`src/rtl/mips_x_pkg.sv`:
```
// rtl/mips_x_pkg.sv - shared trap cause codes, exception field offsets and trap FSM encoding
package mips_x_pkg;

   localparam int EXC_W   = 10;
   localparam int CAUSE_W = 4;
   localparam int CNT_W   = 16;

   // Exception vector field offsets: [2:0] fetch, [3] decode, [6:4] ALU, [9:7] MEM
   localparam int EXC_FETCH_LSB  = 0;
   localparam int EXC_DECODE_LSB = 3;
   localparam int EXC_ALU_LSB    = 4;
   localparam int EXC_MEM_LSB    = 7;

   localparam logic [CAUSE_W-1:0] CAUSE_NONE   = 4'd0;
   localparam logic [CAUSE_W-1:0] CAUSE_FETCH0 = 4'd1;
   localparam logic [CAUSE_W-1:0] CAUSE_FETCH1 = 4'd2;
   localparam logic [CAUSE_W-1:0] CAUSE_FETCH2 = 4'd3;
   localparam logic [CAUSE_W-1:0] CAUSE_DECODE = 4'd4;
   localparam logic [CAUSE_W-1:0] CAUSE_ALU0   = 4'd5;
   localparam logic [CAUSE_W-1:0] CAUSE_ALU1   = 4'd6;
   localparam logic [CAUSE_W-1:0] CAUSE_ALU2   = 4'd7;
   localparam logic [CAUSE_W-1:0] CAUSE_MEM0   = 4'd8;
   localparam logic [CAUSE_W-1:0] CAUSE_MEM1   = 4'd9;
   localparam logic [CAUSE_W-1:0] CAUSE_MEM2   = 4'd10;

   typedef enum logic [1:0] {
      ST_RUN     = 2'd0,
      ST_TRAPPED = 2'd1,
      ST_FLUSH   = 2'd2
   } trap_state_t;

endpackage

```
`src/rtl/trap_prio_enc.sv`:
```
// rtl/trap_prio_enc.sv - exception vector to cause code; lowest set bit wins, 0 when no bit is set
module trap_prio_enc
   import mips_x_pkg::*;
(
   input  logic [EXC_W-1:0]   exc,
   output logic [CAUSE_W-1:0] code
);

   // Scan high to low so the lowest set bit is the last to write code
   always_comb begin
      code = CAUSE_NONE;
      for (int i = EXC_W - 1; i >= 0; i--) begin
         if (exc[i]) begin
            code = CAUSE_W'(i + 1);
         end
      end
   end

endmodule

```
`src/rtl/trap_ctrl.sv`:
```
// rtl/trap_ctrl.sv - trap capture / host restart controller; TRAP_CTRL_COUNT_EN adds the trap_count port
module trap_ctrl
   import mips_x_pkg::*;
#(
   parameter int FLUSH_CYCLES = 4
) (
   input  logic               clk,
   input  logic               rst,
   input  logic [EXC_W-1:0]   exc_in,
   input  logic               host_ack,
   output logic               core_rst,
   output logic               trapped,
   output logic [CAUSE_W-1:0] cause
`ifdef TRAP_CTRL_COUNT_EN
   ,
   output logic [CNT_W-1:0]   trap_count
`endif
);

   localparam logic [7:0] FLUSH_LOAD = 8'(FLUSH_CYCLES - 1);

   trap_state_t        state;
   trap_state_t        state_next;
   logic [7:0]         flush_cnt;
   logic [CAUSE_W-1:0] enc_cause;
   logic               take_trap;
   logic               start_flush;
   logic               flush_done;

   trap_prio_enc u_prio_enc (
      .exc  (exc_in),
      .code (enc_cause)
   );

   assign take_trap   = (state == ST_RUN) && (exc_in != '0);
   assign start_flush = (state == ST_TRAPPED) && host_ack;
   assign flush_done  = (state == ST_FLUSH) && (flush_cnt == 8'd0);

   always_ff @(posedge clk) begin
      if (rst) begin
         state <= ST_RUN;
      end else begin
         state <= state_next;
      end
   end

   // exc_in matters only in RUN and host_ack only in TRAPPED: the core is in reset elsewhere
   always_comb begin
      state_next = state;
      case (state)
         ST_RUN:     if (exc_in != '0) state_next = ST_TRAPPED;
         ST_TRAPPED: if (host_ack)     state_next = ST_FLUSH;
         ST_FLUSH:   if (flush_cnt == 8'd0) state_next = ST_RUN;
         default:    state_next = ST_RUN;
      endcase
   end

   always_comb begin
      core_rst = rst || (state != ST_RUN);
      trapped  = (state == ST_TRAPPED);
   end

   always_ff @(posedge clk) begin
      if (rst) begin
         flush_cnt <= 8'd0;
      end else if (start_flush) begin
         flush_cnt <= FLUSH_LOAD;
      end else if ((state == ST_FLUSH) && (flush_cnt != 8'd0)) begin
         flush_cnt <= flush_cnt - 8'd1;
      end
   end

   always_ff @(posedge clk) begin
      if (rst) begin
         cause <= CAUSE_NONE;
      end else if (take_trap) begin
         cause <= enc_cause;
      end else if (flush_done) begin
         cause <= CAUSE_NONE;
      end
   end

`ifdef TRAP_CTRL_COUNT_EN
   always_ff @(posedge clk) begin
      if (rst) begin
         trap_count <= '0;
      end else if (take_trap && (trap_count != {CNT_W{1'b1}})) begin
         trap_count <= trap_count + 1'b1;
      end
   end
`endif

endmodule
```
`config.mk`:
```
export PLATFORM = sky130hd
export DESIGN_NAME = trap_ctrl
export DESIGN_NICKNAME = d
export VERILOG_FILES = /design/src/rtl/mips_x_pkg.sv /design/src/rtl/trap_prio_enc.sv /design/src/rtl/trap_ctrl.sv
export SDC_FILE = /design/constraint.sdc
export NUM_CORES = 1
export LEC_CHECK = 0
export CORE_UTILIZATION = 47
export CTS_CLUSTER_SIZE = 24
export DETAILED_ROUTE_END_ITERATION = 16
export PLACE_DENSITY = 0.84
export REMOVE_ABC_BUFFERS = 1
export SYNTH_ARGS = -nofsm -noshare
export SYNTH_HDL_FRONTEND = slang
export SYNTH_HIERARCHICAL = 1
export SYNTH_SLANG_ARGS = --single-unit
```
`constraint.sdc`:
```
create_clock -name clk -period 2.4 [get_ports clk]
set_input_delay 0.72 -clock clk [delete_from_list [all_inputs] [get_ports clk]]
set_output_delay 0.72 -clock clk [all_outputs]
set_load 0.01 [all_outputs]
```
==> summary.md <==
| Metric | Value |
|---|---|
| Final setup violation count | 0 |
| Syn avg cell area | 8.60 um2 |
| Seq/Total Area, Yosys | 36.6% |
| Global-route wire length before repair | 2740 um |
| Most common cell after layout, fill and taps aside | clkdlybuf4s50_1 |
| Netlist cell types | 37 |
| Crit-path slowest cell | clkdlybuf4s50_1 |
| Rel. slew slack | 73.0% |
| Period utilisation layout | 97.6% |
| Antenna cell count | 0 |
| Total power | 0.547 mW |
| Vias/cell | 5.70 |
| Total wire length | 1610 um |
| Worst setup margin | 0.0571 ns |
| CTS tree | done |
| Drc violations | 0 |
| Die H | 42.4 um |
| Final min period | 2.34 ns |
| Least-Margin Pin Slew | 0.401 ns |
| Largest net degree at the start of global routing | 9 |
| CP max FO | 2 |
| Hold Crit Class | reg2reg |
| Worst VDD drop | 359 uV |
| Sink Count | 14 |
| Seq pwr share | 46.5% |
| Worst Setup End Kind | output port |
| Highest-count cells in the layout ignoring fill and taps | 17 x clkdlybuf4s50_1, 14 x dfxtp_1, 13 x nor2_1 |
| Vias in the first global route | 649 |
| Setup slack at placement | -0.285 ns |
| Unrepaired setup endpoints after global routing | no |
| Clock power frac | 30.3% |
| Global route total overflow | 0 |
| Initial antenna violation count | 0 |
| Ys async rst share | 0% |
| Port buffer count | 18 |
| Synth Cell Area | 766 um2 |
| Max cap viols | 0 |
| Fmax | 427 MHz |
| Per-cell routed wire length | 12.2 um |
| Row Count | 14 |
| Startpoint type of the worst setup path | input pin |
| CP max stage delay | 0.42 ns |
| DP HPWL | 1310 um |
| Status | finished, final reports clean |
| Crit-path cells | clkdlybuf4s50_1 > or3_1 > buf_2 |
| # Post-CTS Setup Buffers | 0 |
| Share of post-route cells with drive strength above 1 | 13.8% |
| CP required | 1.68 ns |
| CTS Buf Count | 3 |
| Initial Utilization | 50.8% |
| CTS Hold Bufs | 0 |
| Clk Latency, worst-skew pair | 0.27 ns |
| Synth warn | 6 |
| Final net count | 132 |
| Yosys reg bits | 14 |
| H-tree Lvls | 1 |
| Int Power | 0.402 mW |
| Post-synthesis cell count | 89 |
| Worst R2R Path Depth | 6 |
| Switching power share of the total | 26.4% |
| Routability cong. | 0.796 |
| DIE WIDTH | 42.4 um |
| Predominant post-synthesis flop cell | dfxtp_1 |
| Worst-path clk slew | 0.08 ns |
| Core area | 0.00151 mm2 |
| Switch Pwr | 0.144 mW |
| LEAKAGE | 0.402 nW |
| Critical Path AT | 1.62 ns |
| Cells on Worst Hold Path | 1 |
| Area grow syn2layout | 36.4% |
| Final Max Tran Viols | 0 |
| Die footprint | 0.00179 mm2 |
| PwrDens | 523 mW/mm2 |
| Combinational power share | 23.2% |
| WS Path Type | in2out |
| Post-route ant nets | 0 |
| Detailed Routing Iterations Pass 1 | 4 |
| Vias after detailed routing | 752 |
| Root buf cell | clkbuf_4 |
| Post-cts resize count | 4 |
| Clock Path Buffers | 2 |
| I/O pin total | 19 |
| Hold Fails Final Rpt | 0 |
| Fin Clk Skew | 0.00434 ns |
| All-Layer GR Usage | 19.4% |
| Fillcell total | 130 |
| DRT iter0 DRCs | 29 |
| Post-synth EDFFs | 0 |
==> final cells by class <==
type,instances,area [um2],share of cell area [%]
multi-input combinational,66,450,43.1
timing repair buffer,26,235,22.5
clock buffer,4,36.3,3.47
sequential,14,280,26.8
inverter,6,22.5,2.16
tap,16,20.0,1.92
==> logic make-up (layout without fill, tap and decap cells) <==
kind of cell	Yosys count	after routing	share of synthesized area [%]
AOI/OAI and AO/OA	25	25	23.9
DFF	14	14	36.6
and+or+nand+nor	33	33	24.5
muxes	1	1	1.47
buffers and inverters	9	36	4.57
xor gates and xnor gates	5	5	5.72
adders and majority gates	2	2	3.27
==> critical path, delay by kind of cell <==
kind	cells	cell delay (ns)
buffers and inverters	2	0.57
and+or+nand+nor	1	0.33
==> cells in the mapped netlist, types with 2 or more instances <==
library cell	count	area [um2]
ha_1	2	25.0
clkbuf_1	2	7.51
or3_1	2	12.5
nor3_1	2	10.0
nor2b_1	3	18.8
nand2_1	2	7.51
nor2_1	13	48.8
a21oi_1	4	20.0
o211ai_1	3	22.5
xor2_1	4	35.0
inv_1	6	22.5
nor4_1	3	18.8
o31ai_1	2	15.0
a22o_1	4	35.0
nor4_2	2	25.0
dfxtp_1	14	280
==> final timing paths <==
| path | slack, ns | start | endpoint |
|---|---|---|---|
| max | 0.06 | rst | core_rst |
| max reg2reg | 0.53 | flush_cnt[0] | flush_cnt[7] |
| min reg2reg | 0.49 | cause[2] | cause[2] |
| min | 0.49 | cause[2] | cause[2] |
==> per-layer routing <==
| metal | part of all wire (%) | vias up | track usage (%) |
|---|---|---|---|
| li1 | - | 388 | - |
| met1 | 50 | 343 | 26.6 |
| met2 | 46 | 19 | 30.8 |
| met3 | 3.6 | 2 | 3.88 |
| met4 | 0.87 | 0 | 5.63 |
| met5 | 0 | - | 0 |
==> metrics by stage <==
step | std cells | TNS (ns) | hold slack [ns] | instance area [um2] | utilization (%)
finish | 132 | 0 | 0.487 | 1040 | 69.4
global route | 132 | 0 | 0.508 | 1040 | 69.4
CTS | 132 | 0 | 0.490 | 1040 | 69.4
detailed placement | 128 | -0.285 | 0.466 | 1010 | 67.3
global placement | 128 | -0.300 | 0.472 | 1010 | 67.3
floorplan | 86 | 0 | 0.466 | 753 | -
==> registers in the layout, indices dropped and copies added (netlist names) <==
name       flops
state          2
flush_cnt      8
cause          4
==> power by group through the flow <==
stage                     clock [mW]  sequential, mW  combinational [mW]
final                          0.166           0.254               0.127
after global routing           0.182           0.255               0.140
after CTS                      0.174           0.254               0.127
after detailed placement           0           0.259               0.128
after global placement             0           0.259               0.124
after floorplan                    0           0.259              0.0594
Power figures use the tool's default switching activity.
